**src/rtl/lsu_pkg.sv**
```systemverilog
// Shared definitions for the load/store unit: funct3 codes, FSM states and
// width-decode helpers.
package lsu_pkg;

    localparam logic [2:0] F3_B  = 3'b000;
    localparam logic [2:0] F3_H  = 3'b001;
    localparam logic [2:0] F3_W  = 3'b010;
    localparam logic [2:0] F3_BU = 3'b100;
    localparam logic [2:0] F3_HU = 3'b101;

    typedef enum logic [1:0] {
        IDLE  = 2'd0,
        READ  = 2'd1,
        WRITE = 2'd2,
        RESP  = 2'd3
    } state_e;

    function automatic int unsigned idx_width(input int unsigned words);
        return (words > 1) ? $clog2(words) : 1;
    endfunction

    // Undefined codes 011/110/111 all have funct3[1] set, so they decode as word.
    function automatic logic is_word(input logic [2:0] f3);
        return f3[1];
    endfunction

    function automatic logic is_half(input logic [2:0] f3);
        return f3[1:0] == 2'b01;
    endfunction

endpackage

```
**src/rtl/lsu_align.sv**
```systemverilog
// Combinational lane logic: load extraction/extension and sub-word store merge.
module lsu_align
    import lsu_pkg::*;
(
    input  logic [31:0] rbuf_i,
    input  logic [31:0] wdata_i,
    input  logic [2:0]  funct3_i,
    input  logic [1:0]  addr_lo_i,
    output logic [31:0] ld_data_o,
    output logic [31:0] st_data_o
);

    logic [7:0]  lane_b;
    logic [15:0] lane_h;
    logic        zext;

    always_comb begin
        lane_b    = rbuf_i[{addr_lo_i, 3'b000} +: 8];
        lane_h    = addr_lo_i[1] ? rbuf_i[31:16] : rbuf_i[15:0];
        zext      = (funct3_i == F3_BU) || (funct3_i == F3_HU);
        ld_data_o = rbuf_i;
        if (!is_word(funct3_i)) begin
            if (is_half(funct3_i)) begin
                ld_data_o = zext ? {16'h0000, lane_h} : {{16{lane_h[15]}}, lane_h};
            end else begin
                ld_data_o = zext ? {24'h000000, lane_b} : {{24{lane_b[7]}}, lane_b};
            end
        end
    end

    always_comb begin
        st_data_o = rbuf_i;
        if (is_word(funct3_i)) begin
            st_data_o = wdata_i;
        end else if (is_half(funct3_i)) begin
            if (addr_lo_i[1]) begin
                st_data_o[31:16] = wdata_i[15:0];
            end else begin
                st_data_o[15:0] = wdata_i[15:0];
            end
        end else begin
            st_data_o[{addr_lo_i, 3'b000} +: 8] = wdata_i[7:0];
        end
    end

endmodule

```
**src/rtl/lsu_mem_master.sv**
```systemverilog
// Load/store unit driving a single-port word memory. Define LSU_MISALIGN_TRAP_EN
// to answer misaligned halfword/word requests with rsp_err instead of accessing memory.
module lsu_mem_master
    import lsu_pkg::*;
#(
    parameter int unsigned MEM_WORDS = 1024
) (
    input  logic        clk,
    input  logic        rst,
    input  logic        req_valid,
    output logic        req_ready,
    input  logic        req_we,
    input  logic [2:0]  req_funct3,
    input  logic [31:0] req_addr,
    input  logic [31:0] req_wdata,
    output logic        rsp_valid,
    input  logic        rsp_ready,
    output logic [31:0] rsp_rdata,
    output logic        rsp_err,
    output logic [31:0] mem_A,
    output logic [31:0] mem_WD,
    output logic        mem_WE,
    input  logic [31:0] mem_RD
);

    localparam int unsigned IW = idx_width(MEM_WORDS);

    state_e      state_q;
    logic        req_ready_q;
    logic        rsp_valid_q;
    logic        err_q;
    logic        we_q;
    logic [2:0]  f3_q;
    logic [1:0]  addr_lo_q;
    logic [31:0] wdata_q;
    logic [31:0] rbuf_q;
    logic [31:0] mem_a_q;
    logic [31:0] ld_data;
    logic [31:0] st_data;
    logic        misalign;
    logic        unused_addr;

    assign unused_addr = ^req_addr;

`ifdef LSU_MISALIGN_TRAP_EN
    assign misalign = is_word(req_funct3) ? (req_addr[1:0] != 2'b00)
                                          : (is_half(req_funct3) && req_addr[0]);
    assign rsp_err  = err_q;
`else
    assign misalign = 1'b0;
    assign rsp_err  = 1'b0;
`endif

    // Lane logic works from the captured request and rbuf, so rsp_rdata stays
    // stable for as long as RESP is held.
    lsu_align u_align (
        .rbuf_i    (rbuf_q),
        .wdata_i   (wdata_q),
        .funct3_i  (f3_q),
        .addr_lo_i (addr_lo_q),
        .ld_data_o (ld_data),
        .st_data_o (st_data)
    );

    always_ff @(posedge clk) begin
        if (rst) begin
            state_q     <= IDLE;
            req_ready_q <= 1'b1;
            rsp_valid_q <= 1'b0;
            err_q       <= 1'b0;
            we_q        <= 1'b0;
            f3_q        <= '0;
            addr_lo_q   <= '0;
            wdata_q     <= '0;
            rbuf_q      <= '0;
            mem_a_q     <= '0;
        end else begin
            case (state_q)
                IDLE: begin
                    if (req_valid) begin
                        we_q        <= req_we;
                        f3_q        <= req_funct3;
                        addr_lo_q   <= req_addr[1:0];
                        wdata_q     <= req_wdata;
                        mem_a_q     <= 32'(req_addr[2 +: IW]);
                        req_ready_q <= 1'b0;
                        err_q       <= misalign;
                        if (misalign) begin
                            state_q     <= RESP;
                            rsp_valid_q <= 1'b1;
                        end else if (req_we && is_word(req_funct3)) begin
                            state_q <= WRITE;
                        end else begin
                            state_q <= READ;
                        end
                    end
                end
                READ: begin
                    rbuf_q <= mem_RD;
                    if (we_q) begin
                        state_q <= WRITE;
                    end else begin
                        state_q     <= RESP;
                        rsp_valid_q <= 1'b1;
                    end
                end
                WRITE: begin
                    state_q     <= RESP;
                    rsp_valid_q <= 1'b1;
                end
                RESP: begin
                    if (rsp_ready) begin
                        state_q     <= IDLE;
                        rsp_valid_q <= 1'b0;
                        req_ready_q <= 1'b1;
                    end
                end
                default: state_q <= IDLE;
            endcase
        end
    end

    assign req_ready = req_ready_q;
    assign rsp_valid = rsp_valid_q;
    assign rsp_rdata = (we_q || err_q) ? '0 : ld_data;
    assign mem_A     = mem_a_q;
    assign mem_WE    = (state_q == WRITE) && !rst;
    assign mem_WD    = (state_q == WRITE) ? st_data : '0;

endmodule

```
**config.mk**
```make
export PLATFORM = sky130hd
export DESIGN_NAME = lsu_mem_master
export DESIGN_NICKNAME = d
export VERILOG_FILES = /design/src/rtl/lsu_pkg.sv /design/src/rtl/lsu_align.sv /design/src/rtl/lsu_mem_master.sv
export SDC_FILE = /design/constraint.sdc
export NUM_CORES = 1
export LEC_CHECK = 0
export BUFFER_PORTS_ARGS = -buffer_cell sky130_fd_sc_hd__buf_2
export CORE_MARGIN = 2
export CORE_UTILIZATION = 40
export CTS_BUF_LIST = sky130_fd_sc_hd__clkbuf_16
export CTS_CLUSTER_SIZE = 20
export DETAILED_ROUTE_END_ITERATION = 6
export PLACE_DENSITY = 0.82
export SLEW_MARGIN = 20
export SYNTH_ARGS = -nofsm -noshare
export SYNTH_HDL_FRONTEND = slang
export SYNTH_SLANG_ARGS = --single-unit
```
**constraint.sdc**
```tcl
create_clock -name clk -period 1.9 [get_ports clk]
set_input_delay 0 -clock clk [delete_from_list [all_inputs] [get_ports clk]]
set_output_delay 0 -clock clk [all_outputs]
set_load 0.01 [all_outputs]
```
==> metrics.txt, run 1 <==
Post-DRT Antenna Nets=0; FILL cells=1027; Via Count=6077; Yosys warnings=0; Final Instance Area=7850 µm²; gr usage total=27.0%; Starting DRT DRC Count=554; Pins Over Slew Limit=0; pin count of the biggest net entering global routing=49; flops & latches, synth=84; routed wire length per instance=18.1 µm; final wirelength=19800 µm; Ant. Diodes=0; max layer used=met4; crit path max fanout=7; Longest Clk Path Bufs=2; CTS tree=built; arrival time at the worst endpoint=2070 ps; Ports=204; initial core utilization=40.6%; Post-DP HPWL=12800 µm; routability cong.=0.951; WS Path Type=reg -> out; outcome=finished with violations; Final Hold Vio Count=0; initial antenna violation count=0; Fin Clk Skew=8.05 ps; Finished Layout Cells=1094; leakage power=3.26 nW; switching share of total power=44.4%; slowest cell delay on critical path=380 ps; Final period util=109%; floorplan die height=117 µm; total power=9.76 mW; drt via density=5.55; metal2 WL=9030 µm; clock-pin slew on the worst setup and hold paths=60 ps; top cells by area, synth=dfxtp_1, nand2_1, mux2i_1; WL met1=7950 µm; critical path, cell by cell=inv_4 -> ha_4 -> buf_6 -> buf_6 -> nor3b_4 -> buf_6 -> a221oi_2 -> nor2_1 -> buf_2; cell count after placement=984; # setup viols final=49; met3 routed WL=1900 µm; register area share after synthesis=33.1%; Post-Synthesis Cells=670; Clock Root Buffer=clkbuf_16; Worst VDD drop=0.000629 V; drc violations=0; Worst Path Required=1900 ps; final net count=1030; synth-to-layout area growth=54.3%; number of global-route vias before repair=5525; fin crit period=2070 ps; Flop pwr share=28.8%; Core Util, Final=62.7%; Placeable Area=12500 µm²; sw power=4.33 mW; RSZ-0062 raised after global routing=true; setup slack after layout=-170 ps; H-tree depth=3; Mean Syn Cell Area=7.59 µm²; Yosys top cell area share=33.1%; CTS Buf Count=9; Placed Area=6140 µm²; most frequent cells in the layout=buf_2, nand2_1, dlygate4sd3_1, dfxtp_1, nor2_1; internal power=5.43 mW; slowest CP cell=dfxtp_4; combinational share of power=55.1%; Pre-antenna DRT Iters=5; Die W=117 µm; area leader, netlist=dfxtp_1; Overflow after GRT=0; MaxCap Viol Count=0; unique cell type count in the Yosys netlist=44; die area=13600 µm²; Clk Latency, worst-skew pair=340 ps; first-pass GRT wire length=28400 µm; row cnt=41; Power Density=1240 nW/µm²; startpoint types=flip-flop; # clock sinks=84; Syn Std Cell Area=5090 µm²; number of port buffers=160; violated checks=negative setup slack; Setup WS pre-CTS=-15.1 ps; share of cells above drive strength 1=34.3%; Max Freq=483 MHz; Critical Path Most Common Cell=buf_6; Setup crit end kind=output port; Hold Crit Class=in -> reg; commonest non-fill, non-tap cell in the layout=buf_2; Clock Power Share=16.1%
## state kept, by name, indices dropped and copies added (netlist names)
signal	flops
addr_lo_q	2
f3_q	3
mem_A	10
rbuf_q	32
req_ready	1
rsp_valid	1
state_q	2
wdata_q	32
we_q	1
## cells by family (layout without fill, tap and decap cells)
family          Yosys count  count (layout)  share of synthesized area (%)
mux                      43              43                           8.53
fa+ha+maj                 9               9                           2.21
simple gates            217             217                           18.6
other cells               1              23                         0.0737
flops                    84              84                           33.1
compound gates          203             203                           26.6
buf+inv                 113             343                           11.0
## cell usage after synthesis, drive strengths merged
cell	n
a221oi	36
mux2i	43
nor3b	1
or2	1
nand2b	4
o2bb2ai	3
a21o	2
o22ai	16
conb	1
a2111oi	1
nor2b	6
a41o	4
nor4	3
a211oi	3
dfxtp	84
nor3	22
nand3	2
o221ai	15
a22oi	1
nor2	59
o21ai	39
o311ai	1
a311oi	1
clkbuf	36
inv	34
nand2	116
a21oi	77
ha	9
a22o	2
and3	2
buf	42
o31ai	1
and2	1
a31oi	1
clkinv	1
## layer usage
layer / GRT usage (%) / vias to the layer above
met5: 0 / -
li1: - / 2821
met4: 11.4 / 0
met3: 5.46 / 81
met2: 43.0 / 376
met1: 35.7 / 2799
## critical path, delay by kind of cell (launching register included)
kind                       cells  cell delay, ps
buffers and inverters          5             620
and+or+nand+nor                2             390
DFF                            1             380
adders and majority gates      1             260
AOI/OAI and AO/OA              1              70
## stage by stage
stage | TNS, ps | hold WS, ps
final | -3890 | 90.6
after global routing | -7710 | 96.8
after CTS | -3350 | 80.3
after detailed placement | -15.1 | 244
after global placement | 0 | 236
after floorplan | 0 | 136
## repair_timing
item / CTS / global route
hold buffers: 81 / 0
pin swaps: 16 / 30
setup buffers: 8 / 6
hold endpoints to repair: 82 / 0
endpoints found under the setup margin: 62 / 62
resized for setup: 66 / 61
## area by class of cell
type	count	area [µm²]	share of cell area, %
clock buffer	9	225	2.87
timing repair buffer	292	2190	27.9
clock inverter	7	35.0	0.446
sequential	84	1690	21.6
inverter	35	144	1.83
tap	172	215	2.74
multi-input combinational	495	3350	42.6
## path summary, 6_finish.rpt
kind / slack, ps / depth (start not counted) / to / startpoint
min reg2reg: 450 / 2 / wdata_q[20] / wdata_q[20]
max reg2reg: 340 / 6 / state_q[0] / state_q[0]
min: 90 / 2 / wdata_q[18] / rst
max: -170 / 9 / mem_WD[1] / addr_lo_q[0]
## power groups by stage
stage          combinational (mW)  clock [mW]  sequential [mW]
3_3_place_gp                 4.29           0             2.73
4_1_cts                      4.81        1.60             2.73
2_1_floorplan                3.01           0             2.51
3_5_place_dp                 4.36           0             2.74
5_1_grt                      5.81        1.67             2.82
6_report                     5.38        1.57             2.81
(Power assumes the default switching activity.)
==> inputs of run 2 (changes only) <==
- CORE_UTILIZATION: 40 -> 30
- PLACE_DENSITY: 0.82 -> 0.67
==> run 2 against run 1 <==
The flow still finishes with violations (negative setup slack). Highest routed layer unchanged. Sequential share of layout area fell by 0.36 points. Total power increased by 2.3%. Clock power is 20% higher. Worst setup slack got worse by 9.9 ps. Clock skew down 1.8 ps.
==> metrics.txt, run 2 (synthesized netlist as in run 1, its figures left out) <==
outcome=finished with violations; violated checks=negative setup slack; Die W=134 µm; leakage power=3.27 nW; routed wire length per instance=17.6 µm; commonest non-fill, non-tap cell in the layout=buf_2; switching share of total power=43.4%; pin count of the biggest net entering global routing=50; Fin Clk Skew=6.29 ps; setup slack after layout=-180 ps; Via Count=5984; number of global-route vias before repair=5520; grt peak-use layer=met2; setup total negative slack=-4520 ps; Max Freq=481 MHz; Post-DRT Antenna Nets=0; fin crit period=2080 ps; Pre-antenna DRT Iters=5; most frequent cells in the layout=buf_2, nand2_1, dlygate4sd3_1, dfxtp_1, nor2_1; routability cong.=0.899; Ports=204; Placeable Area=16600 µm²; row cnt=47; WS Path Type=reg -> out; MaxCap Viol Count=0; startpoint types=flip-flop; Final period util=109%; Starting DRT DRC Count=563; met2 usage in global routing=32.9%; Longest Clk Path Bufs=2; CTS tree=built; CTS Buf Count=9; Register-to-Register Path Depth=6; Slew Limit Headroom=64.5%; # setup viols final=50; arrival time at the worst endpoint=2080 ps; Power Density=1250 nW/µm²; final net count=1032; Flop pwr share=28.3%; drt via density=5.23; initial core utilization=30.7%; internal power=5.65 mW; Clk Latency, worst-skew pair=350 ps; Setup crit end kind=output port; Hold Path Cell Cnt=4; initial antenna violation count=0; Overflow after GRT=0; met3 usage in global routing=5.59%; H-tree depth=3; clock-pin slew on the worst setup and hold paths=60 ps; first-pass GRT wire length=29400 µm; sw power=4.34 mW; share of cells above drive strength 1=36.5%; crit path max fanout=8; Post-DP HPWL=13700 µm; met1 GRT Util=28.6%; Ant. Diodes=0; Hold Crit Class=in -> reg; FILL cells=1608; Setup WS pre-CTS=-83.9 ps; drc violations=0; Worst Path Required=1900 ps; Worst VDD drop=0.000644 V; final wirelength=20200 µm; combinational share of power=52.9%; # clock sinks=84; synth-to-layout area growth=57.4%; Final Instance Area=8010 µm²; die area=18000 µm²; gr usage total=21.2%; Placed Area=6170 µm²; RSZ-0062 raised after global routing=true; Clock Root Buffer=clkbuf_16; worst-margin pin slew=532 ps; number of port buffers=160; Final Hold Vio Count=0; Pins Over Slew Limit=0; floorplan die height=134 µm; Clock Power Share=18.8%
==> run 2: cell count changes in the layout (fill, tap and decap cells not counted), sizes merged <==
cell | before | now
buf | 211 | 212
inv | 34 | 35
clkbuf | 9 | 10
clkinv | 6 | 3
bufinv | 0 | 2
==> run 2: layout make-up <==
type / count / area, µm² / share of cell area, %
multi-input combinational: 495 / 3430 / 42.8
timing repair buffer: 294 / 2150 / 26.9
sequential: 84 / 1700 / 21.2
tap: 220 / 275 / 3.44
clock buffer: 9 / 225 / 2.81
inverter: 35 / 141 / 1.77
clock inverter: 7 / 83.8 / 1.05
==> run 2: worst max-delay path: stages (launching register included) <==
cell and delay [ps]:
dfxtp_4 400, inv_4 60, ha_4 270, nor4_4 270, buf_6 170, buf_6 100, a221oi_2 50, nor3_2 210
buf_2 180
==> run 2: per-layer routing <==
layer | routed length, µm | up-vias
met2 | 9060 | 323
met4 | 575 | 0
met5 | 0 | -
met1 | 8830 | 2775
li1 | - | 2831
met3 | 1690 | 55
==> run 2: power by group through the flow <==
stage	registers [mW]	logic (mW)	clock network (mW)
after floorplan	2.51	3.01	0
final	2.83	5.28	1.88
after global placement	2.75	4.28	0
after CTS	2.77	4.82	1.91
after detailed placement	2.76	4.34	0
after global routing	2.86	5.72	1.97
==> run 2: path summary, 6_finish.rpt <==
check	start	end	slack, ps
max reg2reg	state_q[1]	wdata_q[7]	280
max	addr_lo_q[1]	mem_WD[29]	-180
min	req_valid	req_ready	90
min reg2reg	mem_A[7]	mem_A[7]	450
==> run 2: repair_timing <==
| item | 4_1_cts | 5_1_grt |
|---|---|---|
| resized for setup | 72 | 69 |
| pin swaps | 27 | 27 |
| buffers inserted | 7 | 7 |
| gates cloned | 0 | 3 |
| hold buffers | 81 | 0 |
| hold endpoints to repair | 82 | 0 |
| endpoints found under the setup margin | 64 | 64 |
==> run 2: per-stage QoR <==
step                std cells  hold WS, ps  util (%)  total power [mW]
floorplan                 692          136         -              5.51
global placement         1030          231      37.2              7.04
detailed placement       1030          244      37.2              7.10
CTS                      1134          100      46.1              9.50
global route             1144          134      48.3              10.6
finish                   1144         92.6      48.3              9.99
